--- config.mk ---
export PLATFORM = sky130hd
export DESIGN_NAME = id_ex_stage_flat
export DESIGN_NICKNAME = d
export VERILOG_FILES = /design/src/rtl/mips_pkg.sv /design/src/rtl/id_ex_stage_if.sv /design/src/rtl/id_ex_stage_fwd_mux.sv /design/src/rtl/id_ex_stage.sv /design/src/flat_wrapper.sv
export SDC_FILE = /design/constraint.sdc
export NUM_CORES = 1
export LEC_CHECK = 0
export CAP_MARGIN = 40
export CORE_MARGIN = 2
export CORE_UTILIZATION = 42
export CTS_CLUSTER_SIZE = 20
export DETAILED_ROUTE_END_ITERATION = 8
export GPL_TIMING_DRIVEN = 0
export PLACE_DENSITY = 0.81
export SYNTH_ARGS = -nofsm -noshare
export SYNTH_HDL_FRONTEND = slang
export SYNTH_SLANG_ARGS = --single-unit
--- constraint.sdc ---
create_clock -name clk -period 2.7 [get_ports clk]
set_input_delay 0.27 -clock clk [delete_from_list [all_inputs] [get_ports clk]]
set_output_delay 0.27 -clock clk [all_outputs]
set_load 0.03 [all_outputs]
--- src/rtl/mips_pkg.sv ---
// ---------------------------------------------------------------------------
// mips_pkg
// Shared definitions for the MIPS-style pipeline slice.
//   - ALU opcode constants used by decode, ID/EX and the ALU.
//   - REG_ZERO: index of the hard-wired zero register, which is never
//     a forwarding source and never causes a load-use stall.
// ---------------------------------------------------------------------------
package mips_pkg;

  localparam logic [2:0] ALU_ADD  = 3'd0;
  localparam logic [2:0] ALU_SUB  = 3'd1;
  localparam logic [2:0] ALU_OR   = 3'd2;
  localparam logic [2:0] ALU_XOR  = 3'd3;
  localparam logic [2:0] ALU_AND  = 3'd4;
  localparam logic [2:0] ALU_SLTU = 3'd5;
  localparam logic [2:0] ALU_SLT  = 3'd6;
  localparam logic [2:0] ALU_ADDI = 3'd7;

  localparam int unsigned REG_ZERO = 0;

endpackage

--- src/rtl/id_ex_stage_if.sv ---
// ---------------------------------------------------------------------------
// id_ex_stage_if
// Bundle of every non-clock/reset signal of the ID/EX pipeline register.
//   master : the surrounding pipeline (decode, hazard consumers, EX/MEM and
//            MEM/WB forward sources); drives id_*, flush, hold, exmem_*,
//            memwb_*; observes stall_out and the ALU/EX outputs.
//   slave  : the id_ex_stage itself.
// ---------------------------------------------------------------------------
interface id_ex_stage_if #(
  parameter int DATA_W = 32,
  parameter int REG_AW = 5
);
  // Decode side
  logic              id_valid;
  logic [REG_AW-1:0] id_rs;
  logic [REG_AW-1:0] id_rt;
  logic [REG_AW-1:0] id_rd;
  logic [DATA_W-1:0] id_rs_data;
  logic [DATA_W-1:0] id_rt_data;
  logic [DATA_W-1:0] id_imm;
  logic [2:0]        id_alu_op;
  logic              id_alu_src;
  logic              id_reg_write;
  logic              id_mem_read;
  logic              id_mem_write;
  // Pipeline control
  logic              flush;
  logic              hold;
  // Forward sources
  logic              exmem_reg_write;
  logic [REG_AW-1:0] exmem_rd;
  logic [DATA_W-1:0] exmem_result;
  logic              memwb_reg_write;
  logic [REG_AW-1:0] memwb_rd;
  logic [DATA_W-1:0] memwb_result;
  // Outputs
  logic              stall_out;
  logic [2:0]        aluOp;
  logic [DATA_W-1:0] op1;
  logic [DATA_W-1:0] op2;
  logic              ex_valid;
  logic              ex_reg_write;
  logic              ex_mem_read;
  logic              ex_mem_write;
  logic [REG_AW-1:0] ex_rd;
  logic [DATA_W-1:0] ex_store_data;

  modport master (
    output id_valid, id_rs, id_rt, id_rd, id_rs_data, id_rt_data, id_imm,
           id_alu_op, id_alu_src, id_reg_write, id_mem_read, id_mem_write,
           flush, hold,
           exmem_reg_write, exmem_rd, exmem_result,
           memwb_reg_write, memwb_rd, memwb_result,
    input  stall_out, aluOp, op1, op2, ex_valid, ex_reg_write, ex_mem_read,
           ex_mem_write, ex_rd, ex_store_data
  );

  modport slave (
    input  id_valid, id_rs, id_rt, id_rd, id_rs_data, id_rt_data, id_imm,
           id_alu_op, id_alu_src, id_reg_write, id_mem_read, id_mem_write,
           flush, hold,
           exmem_reg_write, exmem_rd, exmem_result,
           memwb_reg_write, memwb_rd, memwb_result,
    output stall_out, aluOp, op1, op2, ex_valid, ex_reg_write, ex_mem_read,
           ex_mem_write, ex_rd, ex_store_data
  );
endinterface

--- src/rtl/id_ex_stage_fwd_mux.sv ---
// ---------------------------------------------------------------------------
// fwd_mux
// Selects the most recent value of one source register for the EX stage.
//   index_i            : registered source-register index
//   reg_data_i         : registered register-file read data
//   exmem_*_i          : newer forward source (wins on double hit)
//   memwb_*_i          : older forward source
//   data_o             : selected operand
// Purely combinational. Register zero never matches a forward source.
// ---------------------------------------------------------------------------
module fwd_mux
  import mips_pkg::*;
#(
  parameter int DATA_W = 32,
  parameter int REG_AW = 5
) (
  input  logic [REG_AW-1:0] index_i,
  input  logic [DATA_W-1:0] reg_data_i,
  input  logic              exmem_reg_write_i,
  input  logic [REG_AW-1:0] exmem_rd_i,
  input  logic [DATA_W-1:0] exmem_result_i,
  input  logic              memwb_reg_write_i,
  input  logic [REG_AW-1:0] memwb_rd_i,
  input  logic [DATA_W-1:0] memwb_result_i,
  output logic [DATA_W-1:0] data_o
);

  logic exmem_hit;
  logic memwb_hit;

  assign exmem_hit = exmem_reg_write_i && (exmem_rd_i != REG_AW'(REG_ZERO))
                     && (exmem_rd_i == index_i);
  assign memwb_hit = memwb_reg_write_i && (memwb_rd_i != REG_AW'(REG_ZERO))
                     && (memwb_rd_i == index_i);

  always_comb begin
    data_o = reg_data_i;
    if (exmem_hit) begin
      data_o = exmem_result_i;
    end else if (memwb_hit) begin
      data_o = memwb_result_i;
    end
  end

endmodule

--- src/rtl/id_ex_stage.sv ---
// ---------------------------------------------------------------------------
// id_ex_stage
// ID/EX pipeline register feeding the ALU, with result forwarding and
// load-use hazard detection.
//   clk, rst : rising-edge clock, synchronous active-high reset
//   bus      : id_ex_stage_if slave modport (decode inputs, flush/hold,
//              EX/MEM and MEM/WB forward sources, stall_out, ALU operands
//              and registered EX control)
// Edge priority: rst > flush > hold > load-use bubble > capture.
// ---------------------------------------------------------------------------
module id_ex_stage
  import mips_pkg::*;
#(
  parameter int DATA_W = 32,
  parameter int REG_AW = 5
) (
  input  logic          clk,
  input  logic          rst,
  id_ex_stage_if.slave  bus
);

  typedef struct packed {
    logic              valid;
    logic [REG_AW-1:0] rs;
    logic [REG_AW-1:0] rt;
    logic [REG_AW-1:0] rd;
    logic [DATA_W-1:0] rs_data;
    logic [DATA_W-1:0] rt_data;
    logic [DATA_W-1:0] imm;
    logic [2:0]        alu_op;
    logic              alu_src;
    logic              reg_write;
    logic              mem_read;
    logic              mem_write;
  } ex_regs_t;

  // A bubble is an all-zero slot: invalid, no side effects, aluOp = add.
  localparam ex_regs_t BUBBLE = '0;

  ex_regs_t ex_q;
  ex_regs_t ex_d;

  logic              stall;
  logic              rs_dep;
  logic              rt_dep;
  logic [DATA_W-1:0] fwd_rs;
  logic [DATA_W-1:0] fwd_rt;

  // Load-use: the load in EX cannot forward its data in time. rt only
  // counts when the decoded instruction actually reads it as a register
  // (R-type, or a store whose rt is the store data).
  assign rs_dep = (ex_q.rd == bus.id_rs);
  assign rt_dep = (ex_q.rd == bus.id_rt) && (!bus.id_alu_src || bus.id_mem_write);
  assign stall  = bus.id_valid && ex_q.valid && ex_q.mem_read
                  && (ex_q.rd != REG_AW'(REG_ZERO)) && (rs_dep || rt_dep);

  always_comb begin
    ex_d = ex_q;
    if (bus.flush) begin
      ex_d = BUBBLE;
    end else if (bus.hold) begin
      ex_d = ex_q;
    end else if (stall) begin
      ex_d = BUBBLE;
    end else begin
      ex_d.valid     = bus.id_valid;
      ex_d.rs        = bus.id_rs;
      ex_d.rt        = bus.id_rt;
      ex_d.rd        = bus.id_rd;
      ex_d.rs_data   = bus.id_rs_data;
      ex_d.rt_data   = bus.id_rt_data;
      ex_d.imm       = bus.id_imm;
      ex_d.alu_op    = bus.id_alu_op;
      ex_d.alu_src   = bus.id_alu_src;
      ex_d.reg_write = bus.id_reg_write && bus.id_valid;
      ex_d.mem_read  = bus.id_mem_read  && bus.id_valid;
      ex_d.mem_write = bus.id_mem_write && bus.id_valid;
    end
  end

  always_ff @(posedge clk) begin
    if (rst) begin
      ex_q <= BUBBLE;
    end else begin
      ex_q <= ex_d;
    end
  end

  fwd_mux #(.DATA_W(DATA_W), .REG_AW(REG_AW)) u_fwd_rs (
    .index_i           (ex_q.rs),
    .reg_data_i        (ex_q.rs_data),
    .exmem_reg_write_i (bus.exmem_reg_write),
    .exmem_rd_i        (bus.exmem_rd),
    .exmem_result_i    (bus.exmem_result),
    .memwb_reg_write_i (bus.memwb_reg_write),
    .memwb_rd_i        (bus.memwb_rd),
    .memwb_result_i    (bus.memwb_result),
    .data_o            (fwd_rs)
  );

  fwd_mux #(.DATA_W(DATA_W), .REG_AW(REG_AW)) u_fwd_rt (
    .index_i           (ex_q.rt),
    .reg_data_i        (ex_q.rt_data),
    .exmem_reg_write_i (bus.exmem_reg_write),
    .exmem_rd_i        (bus.exmem_rd),
    .exmem_result_i    (bus.exmem_result),
    .memwb_reg_write_i (bus.memwb_reg_write),
    .memwb_rd_i        (bus.memwb_rd),
    .memwb_result_i    (bus.memwb_result),
    .data_o            (fwd_rt)
  );

  assign bus.stall_out     = stall;
  assign bus.aluOp         = ex_q.alu_op;
  assign bus.op1           = fwd_rs;
  assign bus.op2           = ex_q.alu_src ? ex_q.imm : fwd_rt;
  assign bus.ex_store_data = fwd_rt;
  assign bus.ex_valid      = ex_q.valid;
  assign bus.ex_reg_write  = ex_q.reg_write;
  assign bus.ex_mem_read   = ex_q.mem_read;
  assign bus.ex_mem_write  = ex_q.mem_write;
  assign bus.ex_rd         = ex_q.rd;

endmodule

--- src/flat_wrapper.sv ---
// flat-port wrapper written by rule: the top's interface ports become plain ports
module id_ex_stage_flat import mips_pkg::*;
#(
  parameter int DATA_W = 32,
  parameter int REG_AW = 5
)
  (clk, rst, bus_id_valid, bus_id_rs, bus_id_rt, bus_id_rd, bus_id_rs_data, bus_id_rt_data, bus_id_imm, bus_id_alu_op, bus_id_alu_src, bus_id_reg_write, bus_id_mem_read, bus_id_mem_write, bus_flush, bus_hold, bus_exmem_reg_write, bus_exmem_rd, bus_exmem_result, bus_memwb_reg_write, bus_memwb_rd, bus_memwb_result, bus_stall_out, bus_aluOp, bus_op1, bus_op2, bus_ex_valid, bus_ex_reg_write, bus_ex_mem_read, bus_ex_mem_write, bus_ex_rd, bus_ex_store_data);
  id_ex_stage_if #(.DATA_W(DATA_W), .REG_AW(REG_AW)) bus_i ();
  input  logic clk;
  input  logic rst;
  input wire logic [$bits(bus_i.id_valid)-1:0] bus_id_valid;
  input wire logic [$bits(bus_i.id_rs)-1:0] bus_id_rs;
  input wire logic [$bits(bus_i.id_rt)-1:0] bus_id_rt;
  input wire logic [$bits(bus_i.id_rd)-1:0] bus_id_rd;
  input wire logic [$bits(bus_i.id_rs_data)-1:0] bus_id_rs_data;
  input wire logic [$bits(bus_i.id_rt_data)-1:0] bus_id_rt_data;
  input wire logic [$bits(bus_i.id_imm)-1:0] bus_id_imm;
  input wire logic [$bits(bus_i.id_alu_op)-1:0] bus_id_alu_op;
  input wire logic [$bits(bus_i.id_alu_src)-1:0] bus_id_alu_src;
  input wire logic [$bits(bus_i.id_reg_write)-1:0] bus_id_reg_write;
  input wire logic [$bits(bus_i.id_mem_read)-1:0] bus_id_mem_read;
  input wire logic [$bits(bus_i.id_mem_write)-1:0] bus_id_mem_write;
  input wire logic [$bits(bus_i.flush)-1:0] bus_flush;
  input wire logic [$bits(bus_i.hold)-1:0] bus_hold;
  input wire logic [$bits(bus_i.exmem_reg_write)-1:0] bus_exmem_reg_write;
  input wire logic [$bits(bus_i.exmem_rd)-1:0] bus_exmem_rd;
  input wire logic [$bits(bus_i.exmem_result)-1:0] bus_exmem_result;
  input wire logic [$bits(bus_i.memwb_reg_write)-1:0] bus_memwb_reg_write;
  input wire logic [$bits(bus_i.memwb_rd)-1:0] bus_memwb_rd;
  input wire logic [$bits(bus_i.memwb_result)-1:0] bus_memwb_result;
  output wire logic [$bits(bus_i.stall_out)-1:0] bus_stall_out;
  output wire logic [$bits(bus_i.aluOp)-1:0] bus_aluOp;
  output wire logic [$bits(bus_i.op1)-1:0] bus_op1;
  output wire logic [$bits(bus_i.op2)-1:0] bus_op2;
  output wire logic [$bits(bus_i.ex_valid)-1:0] bus_ex_valid;
  output wire logic [$bits(bus_i.ex_reg_write)-1:0] bus_ex_reg_write;
  output wire logic [$bits(bus_i.ex_mem_read)-1:0] bus_ex_mem_read;
  output wire logic [$bits(bus_i.ex_mem_write)-1:0] bus_ex_mem_write;
  output wire logic [$bits(bus_i.ex_rd)-1:0] bus_ex_rd;
  output wire logic [$bits(bus_i.ex_store_data)-1:0] bus_ex_store_data;
  assign bus_i.id_valid = bus_id_valid;
  assign bus_i.id_rs = bus_id_rs;
  assign bus_i.id_rt = bus_id_rt;
  assign bus_i.id_rd = bus_id_rd;
  assign bus_i.id_rs_data = bus_id_rs_data;
  assign bus_i.id_rt_data = bus_id_rt_data;
  assign bus_i.id_imm = bus_id_imm;
  assign bus_i.id_alu_op = bus_id_alu_op;
  assign bus_i.id_alu_src = bus_id_alu_src;
  assign bus_i.id_reg_write = bus_id_reg_write;
  assign bus_i.id_mem_read = bus_id_mem_read;
  assign bus_i.id_mem_write = bus_id_mem_write;
  assign bus_i.flush = bus_flush;
  assign bus_i.hold = bus_hold;
  assign bus_i.exmem_reg_write = bus_exmem_reg_write;
  assign bus_i.exmem_rd = bus_exmem_rd;
  assign bus_i.exmem_result = bus_exmem_result;
  assign bus_i.memwb_reg_write = bus_memwb_reg_write;
  assign bus_i.memwb_rd = bus_memwb_rd;
  assign bus_i.memwb_result = bus_memwb_result;
  assign bus_stall_out = bus_i.stall_out;
  assign bus_aluOp = bus_i.aluOp;
  assign bus_op1 = bus_i.op1;
  assign bus_op2 = bus_i.op2;
  assign bus_ex_valid = bus_i.ex_valid;
  assign bus_ex_reg_write = bus_i.ex_reg_write;
  assign bus_ex_mem_read = bus_i.ex_mem_read;
  assign bus_ex_mem_write = bus_i.ex_mem_write;
  assign bus_ex_rd = bus_i.ex_rd;
  assign bus_ex_store_data = bus_i.ex_store_data;
  id_ex_stage #(.DATA_W(DATA_W), .REG_AW(REG_AW)) u_core (.clk(clk), .rst(rst), .bus(bus_i));
endmodule
==> out/metrics.csv, run 1 <==
stage,metric,value,unit
power,Pint,3.700,mW
sta,worst-case clock skew,0.008239,ns
power,Seq pwr share,0.349,
sta,Fin. Hold Viols,0,
power,Static Leakage,4.294,nW
yosys,share of the yosys chip area belonging to registers,0.3514,
sta,final worst path period need,2.933,ns
place,Routability Congestion,0.9195,
worst_setup_path,max incr delay on CP,0.56,ns
sta,"Worst Setup Slack, final",-0.2329,ns
yosys,"FFs w/ async S/R, synth",0,
place,Cells after DPL,1229,
detailed_routing,"antenna viol nets, final",0,
die,Chip Height,131.1,µm
global_route,Congestion Overflow GR,0,
global_route,vias in the first global route,7390,
detailed_routing,drt first pass iters,6,
die,Rows,46,
detailed_routing,detailed-route wire length per cell,22.55,µm
power,total chip power,5.351,mW
yosys,most used flip-flop cell after synthesis,dfxtp_1,
place,dpl hpwl,19800,µm
detailed_routing,vias,7517,
min_path,hold crit path type,in2reg,
yosys,Synth Warn #,0,
detailed_routing,via density per instance,5.845,
sta,Slew @ Worst Pin,0.8487,ns
worst_setup_path,reg2reg setup slack,0.33,ns
sta,worst rel slew slack,0.4342,
global_route,number of antenna violations at the first check in global routing,2,
global_route,first-pass GRT wire length,41630,µm
power,net switching power,1.652,mW
power,combinational power share,0.233,
sta,Tcrit/Tclk final,1.086,
die,die area,17180,µm²
yosys,"EDFF count, synth",0,
worst_setup_path,reg2reg start,u_core.bus.ex_rd[4],
layout,Final nets,1254,
cts,Clock Path Buffers,2,
min_path,worst min-delay path endpoint,u_core.ex_q[100],
worst_setup_path,CP most frequent cell,buf_12,
sta,RSZ-0062 raised after global routing,yes,
yosys,post-synth cell types,36,
place,Placement Setup Slack,-1.246,ns
die,Die W,131.1,µm
yosys,synthesized area per cell,9.604,µm²
min_path,hold path start,bus_id_rs_data[29],
outcome,failing checks,setup timing,
place,port bufs,306,
worst_setup_path,CP arrival,2.66,ns
cts,TritonCTS Buffers,17,
worst_setup_path,reg2reg path depth,7,
job,total of max-cap violations,0,
cts,CTS root buffer,clkbuf_16,
cts,clock-pin transition on the worst setup and hold timing paths,0.06,ns
layout,"most common cell after layout, fill and taps aside",clkdlybuf4s50_1,
sta,count of final setup violators,40,
yosys,Synth Net Count,905,
worst_setup_path,CP Capture Type,primary output,
die,num ports,308,
power,PwrDens,471.8,nW/µm²
cts,clk sinks,119,
layout,layout cell share with drive strength beyond 1,0.3109,
power,proportion of power drawn by the clock network,0.418,
worst_setup_path,Worst path slowest cell,or4b_4,
die,Core ar.,15830,µm²
cts,H-tree depth,4,
cts,CTS tree,yes,
worst_setup_path,Crit Reg-Reg Endpoint,u_core.ex_q[26],
worst_setup_path,worst-path cell chain,"xor2_2, or4b_4, buf_12, buf_12, o31ai_4, a31oi_4, mux2_4, buf_6",
detailed_routing,DR iter-0 viols,631,
yosys,synthesized area,6780,µm²
worst_setup_path,crit-path max FO,7,
power,Switching Share,0.3086,
cts,Clock Latency Late Sink,0.43,ns
layout,fin cells,1286,
sta,hold_ws,0.4377,ns
yosys,Yosys reg bits,119,
detailed_routing,residual DRC count,0,
worst_setup_path,kind of critical path,reg2out,
sta,Peak Freq,341.0,MHz
sta,setup TNS,-6.232,ns
layout,Layout area overhead,67.26,%
worst_setup_path,CP Launch Type,flip-flop,
global_route,gr usage total,0.3215,
min_path,Hold Path Stages,2,
cts,Post-CTS Hold Fix Bufs,0,
die,Initial Utilization,0.4284,
power,Max IR drop VDD,0.0004524,V
layout,"commonest cells after routing, fill and taps aside","200 x clkdlybuf4s50_1, 116 x a22o_1, 110 x dfxtp_1",
global_route,largest net degree at the start of global routing,17,
detailed_routing,Routed Wire Length,29000,µm
worst_setup_path,WP data required,2.43,ns
sta,Final Max Tran Viols,0,
yosys,Synth Instances,706,
layout,number of fill cells,1186,
outcome,status,"complete, but fails checks",
-- layer usage --
layer / GRT usage / wire length, µm
met3: 0.07995 / 2433
met5: 0 / 0
met2: 0.5498 / 14200
met1: 0.3829 / 11300
met4: 0.1402 / 1069
-- sequential cells by signal, indices dropped and copies added, names as in the netlist --
| signal | count |
|---|---|
| u_core.bus.aluOp | 3 |
| u_core.bus.ex_mem_read | 1 |
| u_core.bus.ex_mem_write | 1 |
| u_core.bus.ex_rd | 5 |
| u_core.bus.ex_reg_write | 1 |
| u_core.bus.ex_valid | 1 |
| u_core.ex_q | 107 |
-- layout make-up --
cell class	count	area, µm²	area share
antenna	2	5.005	0.0004413
buffer	87	588.1	0.05185
clock buffer	17	425.4	0.03751
clock inverter	15	143.9	0.01269
inverter	1	3.754	0.0003310
multi-input combinational	498	4471	0.3942
sequential	119	2401	0.2117
tap	216	270.3	0.02383
timing repair buffer	331	3033	0.2674
-- how the worst max path moves through the flow --
stage	from	endpoint	slack (ns)	cells after the start
4_1_cts	u_core.ex_q[111]	bus_op2[19]	-0.24	8
6_report	u_core.ex_q[109]	bus_op2[11]	-0.23	8
5_1_grt	u_core.ex_q[109]	bus_op2[11]	-0.29	8
2_1_floorplan	u_core.ex_q[112]	bus_op2[10]	0.08	7
3_3_place_gp	bus_memwb_rd[0]	bus_op2[26]	-1.26	9
3_5_place_dp	bus_memwb_rd[4]	bus_op2[9]	-1.25	9
-- critical path: cells and delay by family, from the launching register on --
kind / cells / cell delay, ns
AOI/OAI and AO/OA: 2 / 0.40
xor gates and xnor gates: 1 / 0.15
buffers and inverters: 3 / 0.47
DFF: 1 / 0.36
muxes: 1 / 0.29
and+or+nand+nor: 1 / 0.56
-- through the flow --
step           utilization  area (µm²)
5_1_grt             0.7165       11340
3_5_place_dp        0.6397       10120
6_report            0.7165       11340
2_1_floorplan            -        6780
3_3_place_gp        0.6390       10110
4_1_cts             0.6992       11070
-- logic make-up (layout without fill, tap and decap cells) --
group	Yosys count	in the layout	share of synthesized area
other	0	2	0
xor gates and xnor gates	30	30	0.03875
and+or+nand+nor	182	183	0.1336
DFF	119	119	0.3514
muxes	64	64	0.1004
AOI/OAI and AO/OA	221	221	0.3087
buffers and inverters	90	451	0.06717
-- Yosys cell counts, drive strengths merged, types with 3 or more instances --
cell	number	area share
nand3	35	0.026
mux2i	32	0.047
nor4	33	0.033
nand4	3	0.0028
xor2	9	0.012
buf	45	0.042
o31ai	32	0.095
xnor2	21	0.027
dfxtp	119	0.35
nor2	35	0.019
a22o	116	0.15
clkbuf	44	0.024
nor3	34	0.025
mux2	32	0.053
a32o	3	0.0044
nand2	34	0.019
a21oi	33	0.024
a31oi	32	0.030
-- timing repair --
action,4_1_cts,5_1_grt
buffers inserted,9,14
endpoints found under the setup margin,96,187
resized for setup,577,152
gates cloned,1,2
pin swaps,25,33
-- power by group through the flow --
| stage | Clock [mW] | Sequential [mW] | Combinational (mW) |
|---|---|---|---|
| 4_1_cts | 2.24 | 1.86 | 1.19 |
| 3_3_place_gp | 0 | 1.90 | 1.14 |
| 5_1_grt | 2.32 | 1.87 | 1.30 |
| 2_1_floorplan | 0 | 1.89 | 0.558 |
| 6_report | 2.24 | 1.87 | 1.25 |
| 3_5_place_dp | 0 | 1.90 | 1.16 |
No activity file was read; power rests on OpenSTA's default activity.
==> run 2: changes to the inputs <==
--- a/config.mk
+++ b/config.mk
@@ -12,6 +12,7 @@
 export DETAILED_ROUTE_END_ITERATION = 8
 export GPL_TIMING_DRIVEN = 0
 export PLACE_DENSITY = 0.81
+export SKIP_CTS_REPAIR_TIMING = 1
 export SYNTH_ARGS = -nofsm -noshare
 export SYNTH_HDL_FRONTEND = slang
 export SYNTH_SLANG_ARGS = --single-unit
==> run 2 against run 1 <==
Against the previous run: the run still ends with setup timing left; flip-flop and latch count is the same; clock skew increased by 0.0010 ns; via count is 1.3% lower.
==> out/metrics.csv, run 2 (same netlist as run 1, synthesis figures left out) <==
stage,metric,value,unit,change
sta,Tcrit/Tclk final,1.126,,was 1.086
sta,count of final setup violators,42,,was 40
place,port bufs,306,,unchanged
place,"Cell Area, Placed",10120,µm²,unchanged
global_route,first-pass GRT wire length,40010,µm,was 41630 µm
job,total of max-cap violations,0,,unchanged
worst_setup_path,Critical Path Start,u_core.ex_q[111],,was u_core.ex_q[109]
layout,number of fill cells,1207,,was 1186
layout,"Design Area, Final",11100,µm²,was 11340 µm²
sta,worst rel slew slack,0.4585,,was 0.4342
detailed_routing,DR iter-0 viols,599,,was 631
cts,clk sinks,119,,unchanged
cts,Clock Latency Late Sink,0.43,ns,about the same
detailed_routing,"antenna viol nets, final",0,,unchanged
sta,setup TNS,-8.964,ns,was -6.232 ns
sta,final worst path period need,3.040,ns,was 2.933 ns
power,Static Leakage,4.214,nW,was 4.294 nW
global_route,vias in the first global route,7147,,was 7390
power,PwrDens,479.2,nW/µm²,was 471.8 nW/µm²
outcome,status,"complete, but fails checks",,unchanged
worst_setup_path,Crit Reg-Reg Endpoint,u_core.ex_q[47],,was u_core.ex_q[26]
detailed_routing,residual DRC count,0,,unchanged
detailed_routing,detailed-route wire length per cell,22.39,µm,was 22.55 µm
sta,Slew @ Worst Pin,0.8122,ns,was 0.8487 ns
min_path,hold crit path type,in2reg,,unchanged
layout,"most common cell after layout, fill and taps aside",clkdlybuf4s50_1,,unchanged
power,total chip power,5.320,mW,was 5.351 mW
global_route,gr usage total,0.3100,,was 0.3215
min_path,worst min-delay path endpoint,u_core.ex_q[100],,unchanged
sta,Fin. Hold Viols,0,,unchanged
die,Chip Height,131.1,µm,unchanged
detailed_routing,drt first pass iters,8,,was 6
layout,Layout area overhead,63.76,%,was 67.26%
layout,max reg flops,107,,unchanged
detailed_routing,Routed Wire Length,28580,µm,was 29000 µm
die,num ports,308,,unchanged
worst_setup_path,CP Launch Type,flip-flop,,unchanged
worst_setup_path,CP arrival,2.77,ns,was 2.66 ns
die,Core ar.,15830,µm²,unchanged
die,die area,17180,µm²,unchanged
cts,CTS root buffer,clkbuf_16,,unchanged
place,Routability Congestion,0.9195,,unchanged
power,Max IR drop VDD,0.0004586,V,was 0.0004524 V
cts,CTS tree,yes,,unchanged
worst_setup_path,reg2reg start,u_core.bus.ex_rd[4],,unchanged
layout,layout cell share with drive strength beyond 1,0.2911,,was 0.3109
worst_setup_path,reg2reg setup slack,0.36,ns,was 0.33 ns
detailed_routing,vias,7422,,was 7517
sta,"Worst Setup Slack, final",-0.3395,ns,was -0.2329 ns
cts,TritonCTS Buffers,17,,unchanged
min_path,Hold Path Stages,2,,unchanged
worst_setup_path,reg2reg path depth,7,,unchanged
min_path,hold path start,bus_id_rs_data[29],,unchanged
sta,Peak Freq,329.0,MHz,was 341.0 MHz
layout,multi-input logic area,4385,µm²,was 4471 µm²
layout,Final nets,1244,,was 1254
worst_setup_path,CP Capture Type,primary output,,unchanged
worst_setup_path,WP data required,2.43,ns,about the same
global_route,largest net degree at the start of global routing,17,,unchanged
sta,worst-case clock skew,0.009269,ns,was 0.008239 ns
cts,clock-pin transition on the worst setup and hold timing paths,0.06,ns,about the same
cts,Clock Path Buffers,2,,unchanged
worst_setup_path,kind of critical path,reg2out,,unchanged
global_route,number of antenna violations at the first check in global routing,1,,was 2
sta,RSZ-0062 raised after global routing,yes,,unchanged
layout,"commonest cells after routing, fill and taps aside","202 x clkdlybuf4s50_1, 116 x a22o_1, 114 x dfxtp_1",,"was 200 x clkdlybuf4s50_1, 116 x a22o_1, 110 x dfxtp_1"
place,dpl hpwl,19800,µm,unchanged
sta,Final Max Tran Viols,0,,unchanged
die,Die W,131.1,µm,unchanged
detailed_routing,via density per instance,5.817,,was 5.845
die,Initial Utilization,0.4284,,unchanged
worst_setup_path,crit-path max FO,10,,was 7
global_route,Congestion Overflow GR,0,,unchanged
die,Rows,46,,unchanged
cts,H-tree depth,4,,unchanged
layout,Reg with most FFs,u_core.ex_q,,unchanged
outcome,failing checks,setup timing,,unchanged
layout,FF+latch area,2391,µm²,was 2401 µm²
==> run 2: power breakdown <==
| part | switching (mW) | total (mW) | leakage (nW) | internal [mW] |
|---|---|---|---|---|
| sequential | 0.0523 | 1.87 | 0.972 | 1.81 |
| combinational | 0.631 | 1.21 | 2.96 | 0.576 |
| clock | 0.960 | 2.25 | 0.285 | 1.29 |
==> run 2: metrics by stage <==
stage | utilization | setup WS (ns) | hold WS, ns | std cells
floorplan | - | 0.07670 | 0.4027 | 706
global placement | 0.6390 | -1.257 | 0.4461 | 1228
detailed placement | 0.6397 | -1.246 | 0.4514 | 1229
CTS | 0.6757 | -1.299 | 0.4307 | 1261
global route | 0.7013 | -0.4207 | 0.4296 | 1275
finish | 0.7015 | -0.3395 | 0.4337 | 1276
==> run 2: area by class of cell <==
| type | instances | share of cell area |
|---|---|---|
| repair buffers | 322 | 0.2643 |
| plain buffers | 87 | 0.04902 |
| clock buffers | 17 | 0.03831 |
| multi-input cells | 497 | 0.3950 |
| clock inverters | 15 | 0.01296 |
| diodes | 2 | 0.0004508 |
| flip-flops and latches | 119 | 0.2153 |
| well taps | 216 | 0.02434 |
| inverters | 1 | 0.0003381 |
==> run 2: worst max-delay path by stage <==
stage | to | cells past startpoint | slack [ns]
final | bus_op2[10] | 8 | -0.34
after CTS | bus_op2[26] | 8 | -1.30
after detailed placement | bus_op2[9] | 9 | -1.25
after global placement | bus_op2[26] | 9 | -1.26
after global routing | bus_op2[10] | 8 | -0.42
after floorplan | bus_op2[10] | 7 | 0.08
==> run 2: routing by layer <==
metal | routed length (µm) | vias to the layer above | part of all wire | GRT usage
met1 | 11330 | 3565 | 0.40 | 0.3742
met5 | 0 | - | 0 | 0
met2 | 13840 | 402 | 0.48 | 0.5230
met3 | 2414 | 75 | 0.084 | 0.08036
met4 | 986 | 0 | 0.035 | 0.1320
li1 | - | 3380 | - | -
==> run 2: critical path, stage by stage (launching register included) <==
cell     delay [ns]
dfxtp_4        0.37
xor2_4         0.19
or4b_4         0.56
buf_8          0.17
buf_8          0.17
o31ai_4        0.25
a31oi_4        0.17
mux2_2         0.28
buf_4          0.17
==> RTL edit, RTL diff (config.mk and constraints of run 1) <==
`REG_AW` is set to 5 in 4 places; all go to 6.
--- a/src/rtl/id_ex_stage_if.sv
+++ b/src/rtl/id_ex_stage_if.sv
@@ -9,5 +9,5 @@
 interface id_ex_stage_if #(
   parameter int DATA_W = 32,
-  parameter int REG_AW = 5
+  parameter int REG_AW = 6
 );
   // Decode side
--- a/src/rtl/id_ex_stage_fwd_mux.sv
+++ b/src/rtl/id_ex_stage_fwd_mux.sv
@@ -13,5 +13,5 @@
 #(
   parameter int DATA_W = 32,
-  parameter int REG_AW = 5
+  parameter int REG_AW = 6
 ) (
   input  logic [REG_AW-1:0] index_i,
--- a/src/rtl/id_ex_stage.sv
+++ b/src/rtl/id_ex_stage.sv
@@ -13,5 +13,5 @@
 #(
   parameter int DATA_W = 32,
-  parameter int REG_AW = 5
+  parameter int REG_AW = 6
 ) (
   input  logic          clk,
--- a/src/flat_wrapper.sv
+++ b/src/flat_wrapper.sv
@@ -3,5 +3,5 @@
 #(
   parameter int DATA_W = 32,
-  parameter int REG_AW = 5
+  parameter int REG_AW = 6
 )
   (clk, rst, bus_id_valid, bus_id_rs, bus_id_rt, bus_id_rd, bus_id_rs_data, bus_id_rt_data, bus_id_imm, bus_id_alu_op, bus_id_alu_src, bus_id_reg_write, bus_id_mem_read, bus_id_mem_write, bus_flush, bus_hold, bus_exmem_reg_write, bus_exmem_rd, bus_exmem_result, bus_memwb_reg_write, bus_memwb_rd, bus_memwb_result, bus_stall_out, bus_aluOp, bus_op1, bus_op2, bus_ex_valid, bus_ex_reg_write, bus_ex_mem_read, bus_ex_mem_write, bus_ex_rd, bus_ex_store_data);
Ports: changed (6 resized); port bits go from 308 to 314. No check against the original RTL was run, so the function may have changed too.
==> RTL edit against run 1 <==
  * Setup slack improved by 0.20 ns
  * First-iteration DRC count grew 9.2%
  * Final area grew 14%
  * Utilization fell by 2.3 points
  * Count of clock-buffer cells in the layout grew 2
  * The run still ends with setup timing left
  * Power decreased by 2.4%
  * Wire length up 18%
  * Synthesized area grew 18%
  * Sequential cell count increased by 3
  * Combinational power decreased by 4%
  * Clock power shrank 5%
==> RTL edit: results (changes against run 1) <==
XOR/XNOR Fraction of Synth Area=0.03938 (+0.0006286); largest register by flop count=u_core.ex_q; failing checks=setup timing; initial antenna violation count=0 (-2); post-synthesis cell type count=35 (-2.8%); Iter 0 DRT Violations=689 (+9.2%); global placer's final weighted congestion=0.9006 (-2.1%); Syn Inst Count=1106 (+57%); Leak=4.738 nW (+10%); Finished Layout Cells=1705 (+33%); Seq/Total Area, Yosys=0.3050 (-0.04631); Setup TNS Final=-0.1005 ns (+6.131 ns); vias in the first global route=9262 (+25%); yosys synthesis warning count=0 (unchanged); Slew @ Worst Pin=0.9011 ns (+0.05240 ns); DR vias/cell=5.618 (-3.9%); outcome=complete, but fails checks; number of fill cells=1541 (+30%); share of post-route cells with drive strength above 1=0.2196 (-0.09128); Post-synth top cells=nand2_1, o21ai_0, a21oi_1; Max clock buf depth=2 (unchanged); Worst Hold Class=in2reg; GRT Util Overall=0.3199 (-0.001535); Mapped Nets=1310 (+45%); mux cell area share after synthesis=0.04001 (-0.06038); WL/cell=20.03 um (-11%); post-synthesis compound-gate area fraction=0.3027 (-0.006025); wire length of the first global-routing pass=50.07 mm (+20%); max-slew violation count=0 (unchanged); port bufs=312 (+2.0%); maximum vdd drop=0.4384 mV (-3.1%); synth top area cells=dfxtp_1, o21ai_0, nor2b_1; Final WS setup=-0.03360 ns (+0.1993 ns); Num CTS Buffers=17 (unchanged); Final setup viols=7 (-83%); TritonRoute pass-1 iters=5 (-1); Post-Synth Adder-Cell Area=0 (unchanged); Layout Skew=0.006061 ns (-0.002178 ns); dpl hpwl=23.99 mm (+21%); worst-path maximum fanout=7 (unchanged); diodes inserted=0 (-2); max reg flops=109 (+1.9%)
==> RTL edit: what timing repair did <==
action	in CTS	in global routing
pin swaps	40	47
gates cloned	5	2
buffers inserted	15	2
setup endpoints to repair	97	94
gates resized for setup	701	128
==> RTL edit: cell type report <==
class,count,area [um^2],share of cell area
multi-input cells,837,5572,0.4293
repair buffers,337,3227,0.2486
flip-flops and latches,122,2449,0.1887
plain buffers,112,777.0,0.05987
clock buffers,19,452.9,0.03490
well taps,234,292.8,0.02256
inverters,35,131.4,0.01012
clock inverters,9,77.57,0.005977
==> RTL edit: metal layers <==
| layer | share of wire | vias to the layer above | global-route usage |
|---|---|---|---|
| li1 | - | 4440 | - |
| met1 | 0.41 | 4542 | 0.4020 |
| met2 | 0.48 | 517 | 0.5431 |
| met3 | 0.078 | 79 | 0.06225 |
| met4 | 0.034 | 0 | 0.1205 |
| met5 | 0 | - | 0 |
==> RTL edit: path summary, 6_finish.rpt <==
kind | start | end | slack, ns | cells after the start
worst min-delay path | bus_hold | u_core.ex_q[74]$_SDFFE_PP0N_ | 0.43 | 4
worst max-delay path | u_core.ex_q[110]$_SDFFE_PP0N_ | bus_op2[2] | -0.03 | 9
worst max register to register | u_core.bus.ex_rd[5]$_SDFFE_PP0N_ | u_core.ex_q[40]$_SDFFE_PP0N_ | 0.41 | 7
worst min register to register | u_core.ex_q[98]$_SDFFE_PP0N_ | u_core.ex_q[98]$_SDFFE_PP0N_ | 0.47 | 2
==> RTL edit: stage by stage <==
stage	worst slack (ns)	cell area (um^2)
after floorplan	0.3323	8006
after global placement	-1.304	11420
after detailed placement	-1.145	11430
after CTS	-0.07051	12560
after global routing	-0.1102	12980
final	-0.03360	12980
==> RTL edit: cell families after synthesis <==
family	Yosys count
buffers and inverters	147
AO/OA/AOI/OAI	376
AND/OR/NAND/NOR	393
flip-flops	122
XOR/XNOR	36
multiplexers	32
==> RTL edit: worst max-delay path, stage by stage (launching register included) <==
cell and delay, ns:
dfxtp_4 0.35, xor2_2 0.18, nor4_4 0.28, buf_6 0.16, and3_4 0.19, buf_12 0.16, clkbuf_16 0.18, a211oi_4 0.07
o31ai_2 0.24, buf_4 0.20
==> RTL edit: power breakdown <==
part | internal [mW] | switching [mW]
Combinational | 0.579 | 0.623
Clock | 1.28 | 0.841
Sequential | 1.86 | 0.0421
Total | 3.72 | 1.51
